File: src/rtl/ps2_pkg.sv
// Shared definitions for the PS/2 packet receiver: FSM encoding, frame
// constants and default timeout lengths.
package ps2_pkg;

    typedef enum logic [2:0] {
        ST_IDLE,
        ST_RECV,
        ST_PARITY,
        ST_STOP,
        ST_CHECK
    } ps2_state_e;

    localparam int   DATA_BITS   = 8;
    localparam logic START_BIT   = 1'b0;
    localparam logic STOP_BIT    = 1'b1;
    localparam int   BIT_TO_DEF  = 3400;
    localparam int   BYTE_TO_DEF = 20000;

    function automatic int max2(input int a, input int b);
        return (a > b) ? a : b;
    endfunction

endpackage

File: src/rtl/ps2_packet_rx_if.sv
// Bus bundle between the PS/2 pins/enable and the packet consumer.
interface ps2_packet_rx_if #(
    parameter int NBYTES = 3
);
    logic                  ps2_clk;
    logic                  ps2_data;
    logic                  en;
    logic [8*NBYTES-1:0]   packet;
    logic                  packet_valid;
    logic                  parity_err;
    logic                  frame_err;
    logic                  timeout_err;
    logic [1:0]            byte_idx;

    modport master (
        output ps2_clk, ps2_data, en,
        input  packet, packet_valid, parity_err, frame_err, timeout_err, byte_idx
    );

    modport slave (
        input  ps2_clk, ps2_data, en,
        output packet, packet_valid, parity_err, frame_err, timeout_err, byte_idx
    );
endinterface

File: src/rtl/ps2_sync_edge.sv
// Synchronises the raw PS/2 clock and data pins and flags ps2_clk falling
// edges. Flops reset to 1 so an idle bus never produces a spurious fall.
module ps2_sync_edge #(
    parameter int SYNC_STAGES = 2
) (
    input  logic ck,
    input  logic reset,
    input  logic ps2_clk,
    input  logic ps2_data,
    output logic clk_fall,
    output logic data_s
);
    logic [SYNC_STAGES-1:0] clk_sync_q, clk_sync_d;
    logic [SYNC_STAGES-1:0] data_sync_q, data_sync_d;
    logic                   clk_prev_q, clk_prev_d;

    always_comb begin
        clk_sync_d  = {clk_sync_q[SYNC_STAGES-2:0], ps2_clk};
        data_sync_d = {data_sync_q[SYNC_STAGES-2:0], ps2_data};
        clk_prev_d  = clk_sync_q[SYNC_STAGES-1];
    end

    always_ff @(posedge ck or posedge reset) begin
        if (reset) begin
            clk_sync_q  <= '1;
            data_sync_q <= '1;
            clk_prev_q  <= 1'b1;
        end else begin
            clk_sync_q  <= clk_sync_d;
            data_sync_q <= data_sync_d;
            clk_prev_q  <= clk_prev_d;
        end
    end

    assign clk_fall = clk_prev_q & ~clk_sync_q[SYNC_STAGES-1];
    assign data_s   = data_sync_q[SYNC_STAGES-1];
endmodule

File: src/rtl/ps2_packet_rx.sv
// PS/2 device-to-host receiver: frames 11-bit bytes, checks start/parity/stop,
// and assembles NBYTES bytes into one packet with bit and inter-byte timeouts.
module ps2_packet_rx
    import ps2_pkg::*;
#(
    parameter int NBYTES      = 3,
    parameter int SYNC_STAGES = 2,
    parameter int BIT_TO      = BIT_TO_DEF,
    parameter int BYTE_TO     = BYTE_TO_DEF,
    parameter int MOUSE_SYNC  = 1
) (
    input  logic           ck,
    input  logic           reset,
    ps2_packet_rx_if.slave bus
);
    localparam int            PW       = 8 * NBYTES;
    localparam int            TW       = $clog2(max2(BIT_TO, BYTE_TO) + 1);
    localparam logic [TW-1:0] BIT_LIM  = TW'(BIT_TO);
    localparam logic [TW-1:0] BYTE_LIM = TW'(BYTE_TO);

    ps2_state_e    state_q, state_d;
    logic [2:0]    bitcnt_q, bitcnt_d;
    logic [7:0]    shreg_q, shreg_d;
    logic          par_q, par_d;
    logic          stop_q, stop_d;
    logic [1:0]    byte_idx_q, byte_idx_d;
    logic [PW-1:0] asm_q, asm_d;
    logic [PW-1:0] packet_q, packet_d;
    logic          packet_valid_q, packet_valid_d;
    logic          parity_err_q, parity_err_d;
    logic          frame_err_q, frame_err_d;
    logic          timeout_err_q, timeout_err_d;
    logic [TW-1:0] bit_tmr_q, bit_tmr_d;
    logic [TW-1:0] byte_tmr_q, byte_tmr_d;
    logic          clk_fall, data_s;

    ps2_sync_edge #(.SYNC_STAGES(SYNC_STAGES)) u_sync (
        .ck       (ck),
        .reset    (reset),
        .ps2_clk  (bus.ps2_clk),
        .ps2_data (bus.ps2_data),
        .clk_fall (clk_fall),
        .data_s   (data_s)
    );

    always_comb begin
        state_d        = state_q;
        bitcnt_d       = bitcnt_q;
        shreg_d        = shreg_q;
        par_d          = par_q;
        stop_d         = stop_q;
        byte_idx_d     = byte_idx_q;
        asm_d          = asm_q;
        packet_d       = packet_q;
        packet_valid_d = 1'b0;
        parity_err_d   = 1'b0;
        frame_err_d    = 1'b0;
        timeout_err_d  = 1'b0;
        bit_tmr_d      = bit_tmr_q;
        byte_tmr_d     = byte_tmr_q;

        unique case (state_q)
            ST_IDLE: begin
                if (clk_fall && data_s == START_BIT) begin
                    state_d    = ST_RECV;
                    bitcnt_d   = '0;
                    bit_tmr_d  = '0;
                    byte_tmr_d = '0;
                end else if (byte_idx_q != 2'd0 && byte_tmr_q != BYTE_LIM) begin
                    byte_tmr_d = byte_tmr_q + TW'(1);
                    if (byte_tmr_d == BYTE_LIM) begin
                        timeout_err_d = 1'b1;
                        byte_idx_d    = 2'd0;
                    end
                end
            end
            ST_RECV: begin
                if (clk_fall) begin
                    shreg_d  = {data_s, shreg_q[7:1]};
                    bitcnt_d = bitcnt_q + 3'd1;
                    if (bitcnt_q == 3'(DATA_BITS - 1)) state_d = ST_PARITY;
                end
            end
            ST_PARITY: begin
                if (clk_fall) begin
                    par_d   = data_s;
                    state_d = ST_STOP;
                end
            end
            ST_STOP: begin
                if (clk_fall) begin
                    stop_d  = data_s;
                    state_d = ST_CHECK;
                end
            end
            ST_CHECK: begin
                state_d = ST_IDLE;
                if (stop_q != STOP_BIT) begin
                    frame_err_d = 1'b1;
                    byte_idx_d  = 2'd0;
                end else if (!(^{shreg_q, par_q})) begin
                    parity_err_d = 1'b1;
                    byte_idx_d   = 2'd0;
                end else if (MOUSE_SYNC != 0 && byte_idx_q == 2'd0 && !shreg_q[3]) begin
                    frame_err_d = 1'b1;
                    byte_idx_d  = 2'd0;
                end else begin
                    for (int i = 0; i < NBYTES; i++) begin
                        if (byte_idx_q == 2'(i)) asm_d[8*i +: 8] = shreg_q;
                    end
                    if (byte_idx_q == 2'(NBYTES - 1)) begin
                        byte_idx_d     = 2'd0;
                        packet_d       = asm_d;
                        packet_valid_d = 1'b1;
                    end else begin
                        byte_idx_d = byte_idx_q + 2'd1;
                    end
                end
            end
            default: state_d = ST_IDLE;
        endcase

        // A fall in the expiry cycle wins: the timer clears instead of firing.
        if (state_q inside {ST_RECV, ST_PARITY, ST_STOP}) begin
            if (clk_fall) begin
                bit_tmr_d = '0;
            end else if (bit_tmr_q != BIT_LIM) begin
                bit_tmr_d = bit_tmr_q + TW'(1);
                if (bit_tmr_d == BIT_LIM) begin
                    timeout_err_d = 1'b1;
                    byte_idx_d    = 2'd0;
                    state_d       = ST_IDLE;
                end
            end
        end

        if (!bus.en) begin
            state_d        = ST_IDLE;
            byte_idx_d     = 2'd0;
            bit_tmr_d      = '0;
            byte_tmr_d     = '0;
            asm_d          = asm_q;
            packet_d       = packet_q;
            packet_valid_d = 1'b0;
            parity_err_d   = 1'b0;
            frame_err_d    = 1'b0;
            timeout_err_d  = 1'b0;
        end
    end

    always_ff @(posedge ck or posedge reset) begin
        if (reset) begin
            state_q        <= ST_IDLE;
            bitcnt_q       <= '0;
            shreg_q        <= '0;
            par_q          <= 1'b0;
            stop_q         <= 1'b0;
            byte_idx_q     <= '0;
            asm_q          <= '0;
            packet_q       <= '0;
            packet_valid_q <= 1'b0;
            parity_err_q   <= 1'b0;
            frame_err_q    <= 1'b0;
            timeout_err_q  <= 1'b0;
            bit_tmr_q      <= '0;
            byte_tmr_q     <= '0;
        end else begin
            state_q        <= state_d;
            bitcnt_q       <= bitcnt_d;
            shreg_q        <= shreg_d;
            par_q          <= par_d;
            stop_q         <= stop_d;
            byte_idx_q     <= byte_idx_d;
            asm_q          <= asm_d;
            packet_q       <= packet_d;
            packet_valid_q <= packet_valid_d;
            parity_err_q   <= parity_err_d;
            frame_err_q    <= frame_err_d;
            timeout_err_q  <= timeout_err_d;
            bit_tmr_q      <= bit_tmr_d;
            byte_tmr_q     <= byte_tmr_d;
        end
    end

    assign bus.packet       = packet_q;
    assign bus.packet_valid = packet_valid_q;
    assign bus.parity_err   = parity_err_q;
    assign bus.frame_err    = frame_err_q;
    assign bus.timeout_err  = timeout_err_q;
    assign bus.byte_idx     = byte_idx_q;
endmodule

File: src/flat_wrapper.sv
// flat-port wrapper written by rule: the top's interface ports become plain ports
module ps2_packet_rx_flat import ps2_pkg::*;
#(
    parameter int NBYTES      = 3,
    parameter int SYNC_STAGES = 2,
    parameter int BIT_TO      = BIT_TO_DEF,
    parameter int BYTE_TO     = BYTE_TO_DEF,
    parameter int MOUSE_SYNC  = 1
)
  (ck, reset, bus_ps2_clk, bus_ps2_data, bus_en, bus_packet, bus_packet_valid, bus_parity_err, bus_frame_err, bus_timeout_err, bus_byte_idx);
  ps2_packet_rx_if #(.NBYTES(NBYTES)) bus_i ();
  input  logic ck;
  input  logic reset;
  input wire logic [$bits(bus_i.ps2_clk)-1:0] bus_ps2_clk;
  input wire logic [$bits(bus_i.ps2_data)-1:0] bus_ps2_data;
  input wire logic [$bits(bus_i.en)-1:0] bus_en;
  output wire logic [$bits(bus_i.packet)-1:0] bus_packet;
  output wire logic [$bits(bus_i.packet_valid)-1:0] bus_packet_valid;
  output wire logic [$bits(bus_i.parity_err)-1:0] bus_parity_err;
  output wire logic [$bits(bus_i.frame_err)-1:0] bus_frame_err;
  output wire logic [$bits(bus_i.timeout_err)-1:0] bus_timeout_err;
  output wire logic [$bits(bus_i.byte_idx)-1:0] bus_byte_idx;
  assign bus_i.ps2_clk = bus_ps2_clk;
  assign bus_i.ps2_data = bus_ps2_data;
  assign bus_i.en = bus_en;
  assign bus_packet = bus_i.packet;
  assign bus_packet_valid = bus_i.packet_valid;
  assign bus_parity_err = bus_i.parity_err;
  assign bus_frame_err = bus_i.frame_err;
  assign bus_timeout_err = bus_i.timeout_err;
  assign bus_byte_idx = bus_i.byte_idx;
  ps2_packet_rx #(.NBYTES(NBYTES), .SYNC_STAGES(SYNC_STAGES), .BIT_TO(BIT_TO), .BYTE_TO(BYTE_TO), .MOUSE_SYNC(MOUSE_SYNC)) u_core (.ck(ck), .reset(reset), .bus(bus_i));
endmodule
File: config.mk
export PLATFORM = sky130hd
export DESIGN_NAME = ps2_packet_rx_flat
export DESIGN_NICKNAME = d
export VERILOG_FILES = /design/src/rtl/ps2_pkg.sv /design/src/rtl/ps2_packet_rx_if.sv /design/src/rtl/ps2_sync_edge.sv /design/src/rtl/ps2_packet_rx.sv /design/src/flat_wrapper.sv
export SDC_FILE = /design/constraint.sdc
export NUM_CORES = 1
export LEC_CHECK = 0
export BUFFER_PORTS_ARGS = -buffer_cell sky130_fd_sc_hd__buf_2
export CORE_MARGIN = 4
export CORE_UTILIZATION = 54
export DETAILED_ROUTE_END_ITERATION = 6
export HOLD_SLACK_MARGIN = 0.06
export MAX_ROUTING_LAYER = met4
export PLACE_DENSITY_LB_ADDON = 0.3
export REMOVE_ABC_BUFFERS = 1
export SETUP_SLACK_MARGIN = 0.5
export SLEW_MARGIN = 10
export SYNTH_ARGS = -nofsm -noshare
export SYNTH_HDL_FRONTEND = slang
export SYNTH_SLANG_ARGS = --single-unit
export TNS_END_PERCENT = 10
File: constraint.sdc
create_clock -name ck -period 3.1 [get_ports ck]
set_input_delay 0.62 -clock ck [delete_from_list [all_inputs] [get_ports ck]]
set_output_delay 0.62 -clock ck [all_outputs]
set_load 0.01 [all_outputs]
Word-level counts from Yosys, hierarchy flattened
Cells that the tools add are included.

operators by class
  add/subtract/negate cells = 4
  equal/unequal tests = 15
  mux-type cells = 64
  bitwise operators = 4
  reduce and logical (&&, ||, !) cells = 17

operators by type and width
  cell                     number
  $mux W15                 10
  $mux W3                  12
  $add A15 B1 Y15 const B  2
  $mux W1                  24
  $mux W2                  12
  $mux W8                  3
  $eq A15 B12 Y1 const B   1
  $eq A15 B15 Y1 const B   1
  $ne A15 B12 Y1 const B   1
  $ne A15 B15 Y1 const B   1
  $pmux W3 S4              1
  $reduce_xor A9 Y1        1
  $reduce_and A2 Y1        4
  $eq A3 B2 Y1 const B     2
  $eq A3 B3 Y1 const B     2
  $ne A2 B1 Y1 const B     3
  $pmux W3 S2              1
  $reduce_and A6 Y1        1
  $reduce_and A5 Y1        1
  $pmux W2 S2              1
  $reduce_bool A2 Y1       2
  $add A3 B1 Y3 const B    1
  $eq A3 B1 Y1 const B     1
  $logic_and A1 B1 Y1      3
  11 further kinds         13

storage, ports and cells
  bits in registers = 105
  word-level logic and storage cells = 121

Longest topological paths before layout
  depth in word-level cells = 11
  gate-level depth with buffers = 9
  mapped depth without buffers = 8

By module
A second synthesis with hierarchy kept.

unflattened totals
  cell total of the unflattened synthesis = 437
  area, all modules = 4,916.0 um^2

by module, submodules not included
  module         instances  cells an instance  area an instance (um^2)  seq. area each (um^2)
  ps2_packet_rx  1          430                4,767.1                  2,302.2
  ps2_sync_edge  1          7                  148.9                    131.4

Worst setup path before layout
OpenSTA, ideal clock, no wires.

  kind = register -> register
  start = register u_core.bit_tmr_q[0]
  end = register u_core.byte_idx_q[1], in the netlist u_core.bus.byte_idx[1]
  arrival time = 2.122 ns
  required time = 2.955 ns
  setup slack = 0.832 ns
  cell stages (with the launch flop) = 9
  clock period less this slack = 2.268 ns
  cells stage by stage = dfrtp_1 -> ha_1 -> clkbuf_1 -> inv_1 -> nor4_2 -> and3_1 -> o21ai_0 -> a2111oi_2 -> nor3_1

between the ends
  cells in the longest elaborated chain, start to end = 7
  elaborated cells between the ends (all ways) = 8
  those cells by class = 1 x add/sub; 2 x eq/ne; 5 x mux

RTL lines
  what                      RTL line              source
  start: declaration        ps2_packet_rx.sv:33   logic [TW-1:0] bit_tmr_q, bit_tmr_d;
  start signal: assignment  ps2_packet_rx.sv:180  bit_tmr_q <= bit_tmr_d;
  $add A15 B1 Y15           ps2_packet_rx.sv:128  bit_tmr_d = bit_tmr_q + TW'(1);
  $eq A15 B12 Y1            ps2_packet_rx.sv:129  if (bit_tmr_d == BIT_LIM) begin
  $mux W2                   ps2_packet_rx.sv:129
  $mux W2 *                 ps2_packet_rx.sv:127  end else if (bit_tmr_q != BIT_LIM) begin
  $mux W2 *                 ps2_packet_rx.sv:125  if (clk_fall) begin
  $mux W2 *                 ps2_packet_rx.sv:124  if (state_q inside {ST_RECV, ST_PARITY, ST_STOP}) begin
  $mux W2 *                 ps2_packet_rx.sv:137  if (!bus.en) begin
  net u_core.byte_idx_d[1]  ps2_packet_rx.sv:26   logic [1:0] byte_idx_q, byte_idx_d;
  end signal: assignment    ps2_packet_rx.sv:173  byte_idx_q <= byte_idx_d;
  end: declaration          ps2_packet_rx.sv:26

The timed path passes the listed nets; every way through them passes the cells marked *.
A chain may end at the register's enable or synchronous reset.

Worst setup path in the final report
  start = register u_core.shreg_q[5]
  end = register u_core.asm_q[10]

between the ends
  cells in the longest elaborated chain, start to end = 2

RTL lines
  what                                RTL line              source
  start: declaration                  ps2_packet_rx.sv:23   logic [7:0] shreg_q, shreg_d;
  start signal: assignment            ps2_packet_rx.sv:170  shreg_q <= shreg_d;
  $reduce_xor A9 Y1                   ps2_packet_rx.sv:101  end else if (!(^{shreg_q, par_q})) begin
  $reduce_and A5 Y1 (no source line)  -
  end signal: assignment              ps2_packet_rx.sv:174  asm_q <= asm_d;
  end: declaration                    ps2_packet_rx.sv:27   logic [PW-1:0] asm_q, asm_d;

No other way between the ends.

==> out/metrics.yaml <==
start_kind: "flip-flop"
clkLatencyLatePin_ns: 0.37
layout_worst_path_cycle_share_pct: 81.0
max_freq_mhz: 398
synth_edf_count: 0
drtIter0Drc: 179
dp_slack_ns: 0.404
max_stage_delay_ns: 0.60
cpMaxStageDelayCell: "nor4b_4"
area_delta_synth_final_pct: 10.1
htree_levels: 3
diodes: 0
num_rows: 34
r2r_slack_ns: 0.59
final_cell_area_sq_um: 5320
finalHoldViolations: 0
cp.arrival_ns: 2.77
grt_max_degree: 49
max-slew-margin-rel_pct: 56.8
leakagePower_nw: 2.55
dp_hpwl_mm: 6.68
num_vias: 3758
crit_type: "flip-flop to flip-flop"
period_needed_ns: 2.51
cts_buffer_depth: 2
reg2reg_from: "u_core.shreg_q[5]$_DFFE_PP0P_"
r2r_cells: 5
place.gp.congestion: 0.879
hold_path_class: "input port to async pin"
dieHeight_microns: 103
max-vdd-ir-drop_mv: 0.251
grt_antenna_before_repair: 0
portBuffers: 34
fin_ws_ns: 0.590
synthArstFlopShare_pct: 100
final_nets: 541
synthFlopType: "dfrtp_1"
netlist_area_sq_um: 4830
grt_pass1_wl_mm: 16.6
path_clk_slew_ns: 0.10
cts_hold_buf: 0
rsz0062_at_grt: "true"
initial_core_util_pct: 55.4
seqCellArea_sq_um: 2430
finalClockSkew_ns: 0.0146
syn_inst: 505
drc: 0
numCtsBuffers: 9
num-fill-cells: 748
viasPerCell: 5.85
synth-seq-cells: 97
yosysWarnings: 0
cp_cell_sequence: "xnor2_1 -> xnor3_2 -> xnor2_4 -> nor4b_4 -> mux2_2"
synth_cell_types: 57
first_pass_iters: 4
cts_tree: "yes"
root_buffer: "clkbuf_8"
multiInputGateArea_sq_um: 2260
routed_wl_mm: 9.71
syn_area_per_cell_sq_um: 9.57
routedWlPerCell_microns: 15.1
hold_ws_ns: 0.312
status: "finished, final reports clean"
setup_violations: 0
maxCapViolCount: 0
core_area_sq_um: 8720
cp-end-kind: "flip-flop"
ys_seq_area_share_pct: 50.4
regToRegEndpoint: "u_core.asm_q[10]$_DFFE_PP0P_"
grt_pass1_vias: 3526
worstPathMaxFanout: 9
num_io_pins: 35
placed_area_sq_um: 5080
grt_overflow: 0
worst_ep_required_time_ns: 3.36
final_max_slew_viol_count: 0
ant_nets: 0
dieArea_sq_um: 10500
drive_gt1_share_pct: 19.1
setup_tns_ns: 0
worstMarginPinSlew_ns: 0.645
powerDensity_nw_per_um2: 450
grt_usage_pct: 20.1
die_width_microns: 103
clock-sinks: 97
-- report_power, final --
group          leakage, nW  total [mW]  internal, mW  switching, mW
Combinational         1.11       0.195        0.0805          0.115
Sequential            1.33        1.31          1.29         0.0253
Clock                0.107       0.891         0.397          0.494
-- critical path: cells and delay by family, from the launching register on --
family,cells,cell delay [ns]
XOR/XNOR,3,0.92
AND/OR/NAND/NOR,1,0.60
flip-flops,1,0.46
multiplexers,1,0.41
-- flip-flops by register name (all words and copies together) (netlist names), 3 cells and up --
register and cells:
u_core.byte_tmr_q 15, u_core.bus.packet 24, u_core.bitcnt_q 3, u_core.shreg_q 8
u_core.state_q 3, u_core.bit_tmr_q 15, u_core.asm_q 16
-- worst max-delay path by stage --
stage | end | start | cells past startpoint | slack [ns]
floorplan | u_core.asm_q[0]$_DFFE_PP0P_ | reset | 1 | -0.05
global placement | u_core.state_q[1]$_DFF_PP0_ | u_core.bit_tmr_q[0]$_DFF_PP0_ | 7 | 0.48
detailed placement | u_core.state_q[1]$_DFF_PP0_ | u_core.bit_tmr_q[0]$_DFF_PP0_ | 7 | 0.40
CTS | u_core.bus.byte_idx[1]$_DFF_PP0_ | u_core.bit_tmr_q[0]$_DFF_PP0_ | 7 | 0.55
global route | u_core.byte_tmr_q[4]$_DFFE_PP0P_ | u_core.byte_tmr_q[0]$_DFFE_PP0P_ | 8 | 0.45
finish | u_core.asm_q[10]$_DFFE_PP0P_ | u_core.shreg_q[5]$_DFFE_PP0P_ | 5 | 0.59
-- cells by family after synthesis --
family	after synthesis	share of synthesized area [%]
AND/OR/NAND/NOR	232	23.9
flip-flops	97	50.4
XOR/XNOR	14	3.24
buffers and inverters	40	3.37
multiplexers	26	6.03
AO/OA/AOI/OAI	89	11.3
adder cells (fa/ha/maj)	7	1.81
-- timing repair --
action,4_1_cts,5_1_grt
setup endpoints to repair,5,31
setup buffers,0,0
gates resized for setup,1,3
-- layout make-up --
class | count | share of cell area (%)
clock buffers | 9 | 2.33
clock inverters | 7 | 1.76
inverters | 11 | 0.823
multi-input cells | 368 | 42.5
flip-flops and latches | 97 | 45.7
well taps | 108 | 2.54
repair buffers | 42 | 4.33
-- layout by cell type, fill, tap and decap left out, types with 3 or more instances in the layout --
| cell type | instances |
|---|---|
| o21ai_0 | 33 |
| xor2_1 | 6 |
| dfstp_2 | 5 |
| buf_4 | 8 |
| xnor2_1 | 6 |
| nor2b_1 | 5 |
| dfrtp_1 | 92 |
| and2_1 | 5 |
| nand2b_1 | 5 |
| o31ai_1 | 6 |
| and3_1 | 10 |
| buf_2 | 34 |
| inv_1 | 10 |
| nor3_1 | 13 |
| a31oi_1 | 11 |
| a22o_1 | 4 |
| nand4_1 | 10 |
| a211oi_1 | 4 |
| nand4b_1 | 3 |
| nor3b_1 | 3 |
| nor2_1 | 38 |
| a21oi_1 | 17 |
| or4_1 | 4 |
| nand3_1 | 18 |
| clkbuf_8 | 9 |
| mux2_2 | 25 |
| nand2_1 | 97 |
| and4_1 | 3 |
| ha_1 | 6 |
| nor4bb_1 | 3 |
-- through the flow --
stage | total power [mW] | cells | utilization [%]
final | 2.40 | 642 | 61.0
after CTS | 2.41 | 642 | 60.9
after floorplan | 1.48 | 476 | -
after detailed placement | 1.53 | 626 | 58.2
after global placement | 1.53 | 626 | 58.2
after global routing | 2.49 | 642 | 61.0
-- synthesized netlist by cell type, drive strengths merged (4+ instances only) --
cell     n  area (sq um)
a22o     4          35.0
a31oi   11          68.8
a211oi   4          30.0
o21ai   34           170
mux2    25           282
nor2    38           143
buf      9          45.0
nand4   10          62.6
xor2     6          52.6
inv     11          41.3
nand2   97           364
ha       7          87.6
o31ai    6          45.0
nand2b   5          31.3
clkbuf  20          76.3
nor2b    5          31.3
nor3    15          85.1
xnor2    7          80.1
or4      4          30.0
and2     6          37.5
dfrtp   92          2300
nand3   18          90.1
dfstp    5           131
a21oi   17          85.1
and3    10          62.6
-- metal layers --
layer	track usage (%)	share of wire, %
met2	32.7	47
met4	4.54	1.0
met3	3.52	3.6
met5	-	0
met1	26.5	48
Note: power is estimated with default switching activity, not from simulation.
